### src/rtl/uart_pkg.sv
// Shared UART types and constants: transmit shifter states, default
// bit period (50 MHz / 9600 baud), ASCII codes used by the message FSMs.
package uart_pkg;

  localparam int DEFAULT_CLKS_PER_BIT = 5208;

  localparam logic [7:0] QUOTE = 8'h22;
  localparam logic [7:0] CR    = 8'h0D;
  localparam logic [7:0] LF    = 8'h0A;

  typedef enum logic [2:0] {
    IDLE,
    START,
    DATA,
    STOP
`ifdef UART_TX_PARITY_EN
    , PARITY
`endif
  } tx_state_e;

endpackage

### src/rtl/uart_transmitter_if.sv
// Byte load handshake between a message FSM (master) and the UART (slave).
// txdata/ldtxdata: byte and one-cycle strobe; txempty: holding reg free.
interface uart_transmitter_if;
  logic [7:0] txdata;
  logic       ldtxdata;
  logic       txempty;

  modport master (
    output txdata,
    output ldtxdata,
    input  txempty
  );

  modport slave (
    input  txdata,
    input  ldtxdata,
    output txempty
  );
endinterface

### src/rtl/uart_baud_gen.sv
// Bit-period counter. Ports: clk, reset (sync, high), en, clr in;
// tick out, high for one cycle when the count reaches CLKS_PER_BIT-1.
module uart_baud_gen
  import uart_pkg::*;
#(
  parameter int CLKS_PER_BIT = DEFAULT_CLKS_PER_BIT
) (
  input  logic clk,
  input  logic reset,
  input  logic en,
  input  logic clr,
  output logic tick
);

  localparam int W =
    (CLKS_PER_BIT > 1) ? $clog2(CLKS_PER_BIT) : 1;
  localparam logic [W-1:0] LAST = W'(CLKS_PER_BIT - 1);

  logic [W-1:0] cnt;

  assign tick = en && (cnt == LAST);

  always_ff @(posedge clk) begin
    if (reset || clr || !en)
      cnt <= '0;
    else if (cnt == LAST)
      cnt <= '0;
    else
      cnt <= cnt + 1'b1;
  end

endmodule

### src/rtl/uart_transmitter.sv
// Double-buffered 8N1 UART transmitter (8E1 with UART_TX_PARITY_EN).
// Ports: clk, reset, bus (txdata/ldtxdata/txempty), txidle, tx.
module uart_transmitter
  import uart_pkg::*;
#(
  parameter int CLKS_PER_BIT = DEFAULT_CLKS_PER_BIT
) (
  input  logic                 clk,
  input  logic                 reset,
  uart_transmitter_if.slave    bus,
  output logic                 txidle,
  output logic                 tx
);

  tx_state_e  state;
  logic [7:0] hold;
  logic       hold_full;
  logic [7:0] data;
  logic [2:0] idx;
  logic       tx_q;
  logic       tick;
  logic       clr;

  // Counter restarts whenever a byte moves from holding to shifter.
  assign clr = hold_full &&
               ((state == IDLE) ||
                ((state == STOP) && tick));

  uart_baud_gen #(
    .CLKS_PER_BIT(CLKS_PER_BIT)
  ) u_baud (
    .clk  (clk),
    .reset(reset),
    .en   (state != IDLE),
    .clr  (clr),
    .tick (tick)
  );

  assign bus.txempty = !hold_full;
  assign tx          = tx_q;
  assign txidle      = (state == IDLE) && !hold_full && tx_q;

  always_ff @(posedge clk) begin
    if (reset) begin
      state     <= IDLE;
      hold      <= '0;
      hold_full <= 1'b0;
      data      <= '0;
      idx       <= '0;
      tx_q      <= 1'b1;
    end else begin
      // Load and hand-off are exclusive: one needs
      // holding empty, the other holding full.
      if (bus.ldtxdata && !hold_full) begin
        hold      <= bus.txdata;
        hold_full <= 1'b1;
      end
      unique case (state)
        IDLE: begin
          tx_q <= 1'b1;
          if (hold_full) begin
            data      <= hold;
            hold_full <= 1'b0;
            tx_q      <= 1'b0;
            state     <= START;
          end
        end
        START: begin
          if (tick) begin
            idx   <= '0;
            tx_q  <= data[0];
            state <= DATA;
          end
        end
        DATA: begin
          if (tick) begin
            if (idx == 3'd7) begin
`ifdef UART_TX_PARITY_EN
              tx_q  <= ^data;
              state <= PARITY;
`else
              tx_q  <= 1'b1;
              state <= STOP;
`endif
            end else begin
              idx  <= idx + 3'd1;
              tx_q <= data[idx + 3'd1];
            end
          end
        end
`ifdef UART_TX_PARITY_EN
        PARITY: begin
          if (tick) begin
            tx_q  <= 1'b1;
            state <= STOP;
          end
        end
`endif
        STOP: begin
          if (tick) begin
            if (hold_full) begin
              data      <= hold;
              hold_full <= 1'b0;
              tx_q      <= 1'b0;
              state     <= START;
            end else begin
              tx_q  <= 1'b1;
              state <= IDLE;
            end
          end
        end
        default: begin
          tx_q  <= 1'b1;
          state <= IDLE;
        end
      endcase
    end
  end

endmodule

### src/flat_wrapper.sv
// flat-port wrapper written by rule: the top's interface ports become plain ports
module uart_transmitter_flat import uart_pkg::*;
#(
  parameter int CLKS_PER_BIT = DEFAULT_CLKS_PER_BIT
)
  (clk, reset, txidle, tx, bus_txdata, bus_ldtxdata, bus_txempty);
  uart_transmitter_if bus_i ();
  input  logic clk;
  input  logic reset;
  output logic txidle;
  output logic tx;
  input wire logic [$bits(bus_i.txdata)-1:0] bus_txdata;
  input wire logic [$bits(bus_i.ldtxdata)-1:0] bus_ldtxdata;
  output wire logic [$bits(bus_i.txempty)-1:0] bus_txempty;
  assign bus_i.txdata = bus_txdata;
  assign bus_i.ldtxdata = bus_ldtxdata;
  assign bus_txempty = bus_i.txempty;
  uart_transmitter #(.CLKS_PER_BIT(CLKS_PER_BIT)) u_core (.clk(clk), .reset(reset), .bus(bus_i), .txidle(txidle), .tx(tx));
endmodule
### config.mk
export PLATFORM = sky130hd
export DESIGN_NAME = uart_transmitter_flat
export DESIGN_NICKNAME = d
export VERILOG_FILES = /design/src/rtl/uart_pkg.sv /design/src/rtl/uart_transmitter_if.sv /design/src/rtl/uart_baud_gen.sv /design/src/rtl/uart_transmitter.sv /design/src/flat_wrapper.sv
export SDC_FILE = /design/constraint.sdc
export NUM_CORES = 1
export LEC_CHECK = 0
export ABC_AREA = 1
export BUFFER_PORTS_ARGS = -buffer_cell sky130_fd_sc_hd__buf_2
export CAP_MARGIN = 15
export CORE_UTILIZATION = 35
export CTS_CLUSTER_SIZE = 30
export DETAILED_ROUTE_END_ITERATION = 12
export GPL_ROUTABILITY_DRIVEN = 0
export SLEW_MARGIN = 5
export SYNTH_ARGS = -nofsm -noshare
export SYNTH_HDL_FRONTEND = slang
export SYNTH_SLANG_ARGS = --single-unit
### constraint.sdc
create_clock -name clk -period 1.84 [get_ports clk]
set_clock_uncertainty 0.15 [all_clocks]
set_input_delay 0.092 -clock clk [delete_from_list [all_inputs] [get_ports clk]]
set_output_delay 0.092 -clock clk [all_outputs]
set_load 0.02 [all_outputs]
==> results.txt, run 1 <==
The tools report the number of placed instances with taps included as 341. On the final layout, the worst hold slack is 19.0 ps. Along the worst path, the maximum fanout reaches 16.

For this run, the slowest stage of the critical path takes 380 ps. The tools report the kind of start point of the critical path as a register. Adding up every negative setup slack in the final design gives 0 ps.

The detailed router finished its first iteration with 54 violations. The worst slew margin relative to its limit is 72.5%. The tools report the kind of capture point of the worst setup path as a register. Dividing the final minimum period by the clock period gives 91.2%. For this design the total switching power over the nets is 821 uW.

Synthesis inferred 36 register bits. The row count was 26. The count of endpoints failing hold in the final timing report was 0; the proportion of netlist area held by the largest area contributor was 38.9%. The remaining number of nets flagged by the antenna check after routing is 0, and the total number of clock tree sinks is 36.

In the final routed layout, each cell accounts on average for 9.69 um. Entering global routing, the biggest net connects 18 pins. Sorting the synthesized cells by area gives the leading types as dfxtp_1, nand2_1, inv_1, a21oi_1, nor2_1. The logs give 42.7% for the post-route core utilization and 1710 ps for the worst endpoint data arrival time. Across the VDD grid, the largest voltage drop is 0.000468 V.

In this run the critical register-to-register path is launched from u_core.state[1]. The number of vias in the routed layout was 1,571. Measured along the y axis, the die boundary spans 74.8 um. Critical-path cell with the highest stage delay: dfxtp_1. Clock transition at the registers of the reported paths: 70 ps. The data required time of the critical path is 1870 ps, and the shortest period the worst path allows is 1680 ps. The floorplan step set the die width to 74.8 um. After global routing the overflow that remains totals 0. Cell type with the highest occurrence count on the critical path: inv_1. The number of pins exceeding their max-slew limit in the final report was 0. The path class of the tightest hold or removal check is input pin to register.

The logs give 32.5% for the fraction of power consumed by combinational cells and 2.37 mW for the overall power consumption. The critical path starts at u_core.state[1]. The flow ran to the end, and the final reports show no timing, DRC or antenna violations. No sink is reached through more buffers than the 2 on the longest clock path. The synthesized net count is 278, and the power density over the cells is 1080 mW/mm2. For the summed instance area of the synthesized netlist, the log shows 0.00185 mm2. TritonCTS built the clock tree. Setup violations remaining at the end of the flow were counted as 0.

Number of levels in the clock H-tree: 2. The timing-limited maximum frequency came out at 596 MHz. For the aggregate routed wire length, the log shows 3.46 mm.

0 antenna diodes ended up in the layout. Leaving out fill and tap cells, the most frequent cells in the layout are nand2_1, inv_1, dfxtp_1. The clock network is responsible for 25.5% of the overall power. Setup repair after global routing left no endpoint under its margin. The run gives 36.3% as the initial core utilization.

The pre-antenna-repair detailed-routing pass consisted of 4 iterations. The total area inside the core boundary comes to 0.00511 mm2. Sequential cells account for 42.0% of the total power.

In the synthesized netlist, the number of instances is 260. For the worst-skew pair, the clock arrives at the later sink with an insertion delay of 290 ps. The setup path with the least slack is of type register to register.

The signal on the critical path passes through inv_1, ha_1, inv_1, buf_4, nand3_4, nand2_4, nand3_1, nand2_1, nor2_1. The die covers 0.00559 mm2. Internal power comes to 1.54 mW.

Summing the sequential cell areas from Yosys gives 38.9% of the chip area. For this run, design rule violations remaining after detail routing come to 0. For this run, the total global-route usage over all layers was measured as 13.9%. The startpoint identified for the worst hold timing path is bus_ldtxdata. The root buffer cell was clkbuf_8. The number of global-route vias before repair was 1,360; the total of warnings raised by yosys was 0.

In this run the tool buffered the top-level ports with 13 buffer cells. Summed over all instances, the cell type with the most area after synthesis is dfxtp_1. Mean instance size in the synthesized netlist: 7.13 um2. At the end of the flow, the number of nets in the layout was 305. The leakage power figure was 0.892 nW; the per-cell via count in the routed design was 4.40.

After clock tree synthesis, the setup repair step added 0 buffers. The initial antenna violation count was 0. Across the run, the number of max-cap violations was 0. Relative to the synthesized area, the layout overhead comes to 17.7%.

Leading cell type in the layout, fill and taps excluded: nand2_1. Clock tree synthesis inserted a total of 5 buffers. The tools report the first-pass GRT wire length as 5.91 mm. The placed wire-length estimate came out at 2.51 mm. The proportion of total power due to net switching was 34.7%.

The number of distinct standard cells referenced by the synthesized netlist was 33. The non-filler instance count after layout came out at 357. At the pin with the least slew margin, the transition time is 412 ps.

The share of post-route cells with drive strength above 1 was 15.7%; the count of pins on the block boundary was 14.
==> flip-flops by register name, indices dropped and copies added (netlist names) <==
name               cells
u_core.data            8
u_core.idx             3
u_core.hold            8
u_core.state           2
u_core.tx              1
u_core.u_baud.cnt     13
u_core.hold_full       1
==> worst max-delay path, delay by kind of cell, from the launching register on <==
family / cells / cell delay [ps]
adder cells (fa/ha/maj): 1 / 190
flip-flops: 1 / 380
buffers and inverters: 3 / 360
AND/OR/NAND/NOR: 5 / 490
==> path summary, 6_finish.rpt <==
| path | endpoint | slack, ps | cells past startpoint |
|---|---|---|---|
| setup / recovery | u_core.data[2] | 160 | 9 |
| hold / removal | u_core.hold_full | 20 | 5 |
| setup reg to reg | u_core.data[2] | 160 | 9 |
| hold reg to reg | u_core.hold[0] | 300 | 2 |
==> cells by family (layout without fill, tap and decap cells) <==
| group | count (synthesis) | count (layout) | synth area share, % |
|---|---|---|---|
| AOI/OAI and AO/OA | 42 | 42 | 11.8 |
| xor gates and xnor gates | 1 | 1 | 0.472 |
| adders and majority gates | 7 | 7 | 4.72 |
| buffers and inverters | 47 | 74 | 11.4 |
| DFF | 36 | 36 | 38.9 |
| and+or+nand+nor | 127 | 127 | 32.7 |
==> cell usage after synthesis, drive strengths merged <==
library cell	instances
nand2	56
inv	40
dfxtp	36
nor2	33
a21oi	26
nand3	21
o21ai	14
ha	7
nor3	6
buf	5
nand4	4
nor3b	3
or2	2
a22oi	1
clkbuf	1
clkinv	1
nand3b	1
nor4	1
o211ai	1
xnor2	1
==> power by group through the flow <==
stage	sequential, mW	combinational (mW)	clock (mW)
2_1_floorplan	1.00	0.588	0
3_3_place_gp	1.01	0.734	0
3_5_place_dp	1.01	0.741	0
4_1_cts	0.994	0.760	0.627
5_1_grt	1.02	0.884	0.658
6_report	0.993	0.769	0.603
==> area by class of cell <==
cell class              count  area (um2)
flip-flops and latches     36         726
well taps                  70        87.6
fillers                   542        2920
inverters                  41         154
multi-input cells         177         935
clock buffers               7        96.3
repair buffers             26         185
==> routing by layer <==
metal / track usage (%) / wire length (um) / vias up / part of all wire (%)
met4: 6.29 / 70 / 0 / 2.0
met2: 20.9 / 1450 / 27 / 42
met5: 0 / 0 / - / 0
li1: - / - / 878 / -
met3: 3.61 / 105 / 5 / 3.0
met1: 18.7 / 1830 / 661 / 53
==> stage by stage <==
stage / cell area [um2] / setup slack (ps)
6_report: 2180 / 161
3_5_place_dp: 1980 / 85.8
3_3_place_gp: 1980 / 100
2_1_floorplan: 1850 / 298
5_1_grt: 2180 / 14.5
4_1_cts: 2170 / 73.9
==> what timing repair did <==
item / 4_1_cts / 5_1_grt
endpoints found under the setup margin: 0 / 12
resized for setup: 0 / 8
hold buffers: 9 / 0
endpoints found under the hold margin: 10 / 0
(Power assumes the default switching activity.)
==> run 2, diff against run 1 <==
Settings changed: ABC_AREA 1 to 0.
Clock period 1.84 ns to 2.1 ns, I/O delays scaled along.
==> run 2 against run 1 <==
First-iteration DRC count is 35% higher. Die area is 7.5% lower. Via count is 8.1% lower. Power is 16% lower. Clock power is 15% lower. Design area is 3.8% lower. Utilization is 1.7 points higher. Final cell count is 20% lower. Combinational power is 13% lower. Largest cell class unchanged.
==> results.txt, run 2 <==
The run finished with clean final reports. STA puts the critical path data required time at 2180 ps. The kind of start point of the critical path was a register.

The share of total power in sequential cells was 40.3%. By area the synthesized netlist is led by dfxtp_1, mux2i_1, ha_1, nor2_1, a21oi_1. Global routing used 15.5% of the available tracks across all layers. Counting along the longest clock path gives a buffer depth of 2. The number of I/O port buffers is 13.

Summed over all layers, the global routing overflow is 0. The most critical setup path has its startpoint at u_core.u_baud.cnt[0]. The tools report the detailed-route DRC error count as 0.

The tools report the gate count of the mapped netlist as 185. In this run switching power makes up 36.1% of total power. The flip-flop cell with the highest count after synthesis is dfxtp_1. After clock tree synthesis, the clock-pin slew on the worst setup and hold paths is 80 ps.

The clock period could shrink to 1990 ps. A synthesized cell averages 9.25 um2. The synthesized design contains 36 register bits. The post-detailed-placement cell area is 0.00190 mm2, and the largest fanout on the critical path is 6. The number of enable flip-flop cells after synthesis is 0. The worst slew margin relative to its limit is 68.1%. The maximum VDD drop is 0.000389 V. The die height works out to 71.9 um. The floorplan step defined a core boundary enclosing 0.00472 mm2. For the pin with the worst max-slew slack, the measured transition is 479 ps. Type of the worst setup path: register to register. In the layout the commonest cells are dfxtp_1, nor2_1, o21ai_0, a21oi_1, buf_2.

The count of endpoints failing hold in the final timing report was 0. The detailed router finished its first iteration with 73 violations. The proportion of netlist area held by the largest area contributor was 42.1%. The max-cap check violation count is 0. The count of pins on the block boundary was 14; the number of flip-flops in the largest register was 13.

The number of buffers created by CTS was 5; the fraction of power consumed by combinational cells was 33.8%. When the netlist entered floorplanning its net count stood at 203. Row generation in the floorplan step produced 25 rows.

The synthesized netlist contains 38 unique library cells. The first-pass GRT wire length was 6.17 mm; the growth of design area from synthesis to finish was 22.7%. The tools report the post-route core utilization as 44.5%. Class of the most critical hold timing path: input pin to register. In this run the power spent charging and discharging nets is 714 uW. Final hold analysis gives a worst-case slack of 15.6 ps.

The biggest area contributor in the post-synthesis netlist is dfxtp_1. For this run, the register share of the synthesized area comes to 42.1%. Summing all flip-flop and latch instances after layout gives 721 um2. The commonest cells after synthesis are dfxtp_1, nor2_1, a21oi_1, o21ai_0, nand3_1. The run gives 2 as the number of levels in the clock H-tree. The critical hold path startpoint is bus_ldtxdata. Entering global routing, the biggest net connects 27 pins. The logs give 3.60 mm for the aggregate routed wire length and 0.747 nW for the leakage power figure. The remaining number of nets flagged by the antenna check after routing came out at 0.

The number of diodes added for antenna fixing was 0; the power density over the cells was 942 mW/mm2. The total setup violations reported at the end of the flow came out at 0. TritonCTS built the clock tree. Yosys printed 0 warnings. The cell area that synthesis handed to floorplanning was 0.00171 mm2. Fill cells in the final layout number 461. After synthesis, the share of flip-flops with an asynchronous set or reset is 0%.

Once the floorplan was initialized, standard cells occupied 36.2% of the core. The largest registers in the layout are u_core.u_baud.cnt: 13 flops, u_core.data: 8 flops, u_core.hold: 8 flops. Clock latency on the worst-skew pair, taken at its later pin, is 300 ps. Data arrives at the worst endpoint at 2070 ps.

The finished cells cover 0.00210 mm2. The clock net in this run drives a total of 36 sinks. Leaving out fill and tap cells, the most frequent cell in the layout is dfxtp_1.

The worst path uses 95.0% of the clock period. The startpoint of the worst register-to-register path is u_core.u_baud.cnt[0]. Before antenna repair, the detailed router went through 4 iterations. For the internal power, the log shows 1.26 mW.

Share of post-route cells with drive strength above 1: 18.7%. After detailed routing, the average wire length per cell comes to 12.6 um. Kind of capture point of the worst setup path: a register. The multi-input combinational cells in the finished layout cover a total of 933 um2. The number of pins exceeding their max-slew limit in the final report is 0, and the number of vias in the routed layout is 1,444. The cell sitting at the root of the clock tree is a clkbuf_8.

The die covers 0.00517 mm2. Final layout net count: 236. The die width came out at 71.9 um. After legalization and detailed placement, the total HPWL measured 2.45 mm. Of the total power, the clock network draws 25.9%.

The logs give 0 for the initial antenna violation count and 501 MHz for the timing-limited maximum frequency. The most common cell in the netlist is dfxtp_1. The number of global-route vias before repair was 1,338. The register with the highest flop count was u_core.u_baud.cnt. Using the TritonRoute via totals, the vias-per-cell ratio works out to 5.05.
[run 2: stage by stage]
stage	power (mW)	TNS, ps	setup slack (ps)	instances
floorplan	1.27	0	223	185
global placement	1.47	0	116	267
detailed placement	1.47	0	51.3	267
CTS	1.99	0	39.7	283
global route	2.11	-34.8	-18.5	286
finish	1.98	0	105	286
[run 2: final cells by class]
cell class / instances / area share, %
sequential: 36 / 34.3
multi-input combinational: 133 / 44.5
timing repair buffer: 33 / 11.2
tap: 67 / 3.99
inverter: 9 / 1.61
clock inverter: 3 / 1.13
clock buffer: 5 / 3.28
[run 2: layer usage]
layer	part of all wire, %	track usage [%]	vias to the layer above	wire length (um)
met5	0	0	-	0
met4	2.1	8.06	0	74
met3	3.1	4.31	7	113
met2	44	22.6	17	1580
met1	51	21.0	676	1830
li1	-	-	744	-
[run 2: critical path, cell delays in order (launching register included)]
cell     delay, ps
dfxtp_1        370
ha_2           240
and4b_1        250
nand4_1        220
or4b_1         560
a21oi_1        140
[run 2: worst paths after layout]
check / slack (ps) / to / cells after the start
hold / removal: 20 / u_core.hold_full / 4
setup reg to reg: 110 / u_core.idx[1] / 5
hold reg to reg: 310 / u_core.u_baud.cnt[0] / 1
setup / recovery: 110 / u_core.idx[1] / 5
[run 2: what timing repair did]
action / CTS / global route
resized for setup: 0 / 1
endpoints found under the setup margin: 0 / 3
hold buffers: 8 / 0
endpoints found under the hold margin: 8 / 0
buffers inserted: 0 / 3
[run 2: power groups by stage]
stage	combinational (mW)	clock (mW)	sequential (mW)
floorplan	0.459	0	0.807
global placement	0.662	0	0.807
detailed placement	0.657	0	0.811
CTS	0.671	0.527	0.796
global route	0.749	0.562	0.804
finish	0.669	0.513	0.796
[run 2: kinds of logic after synthesis]
logic type      after synthesis  synth area share [%]
flops                        36                  42.1
xor+xnor                      8                  4.09
simple gates                 66                  21.7
compound gates               40                  14.9
mux                          12                  8.55
fa+ha+maj                     7                  5.12
buf+inv                      16                  3.51
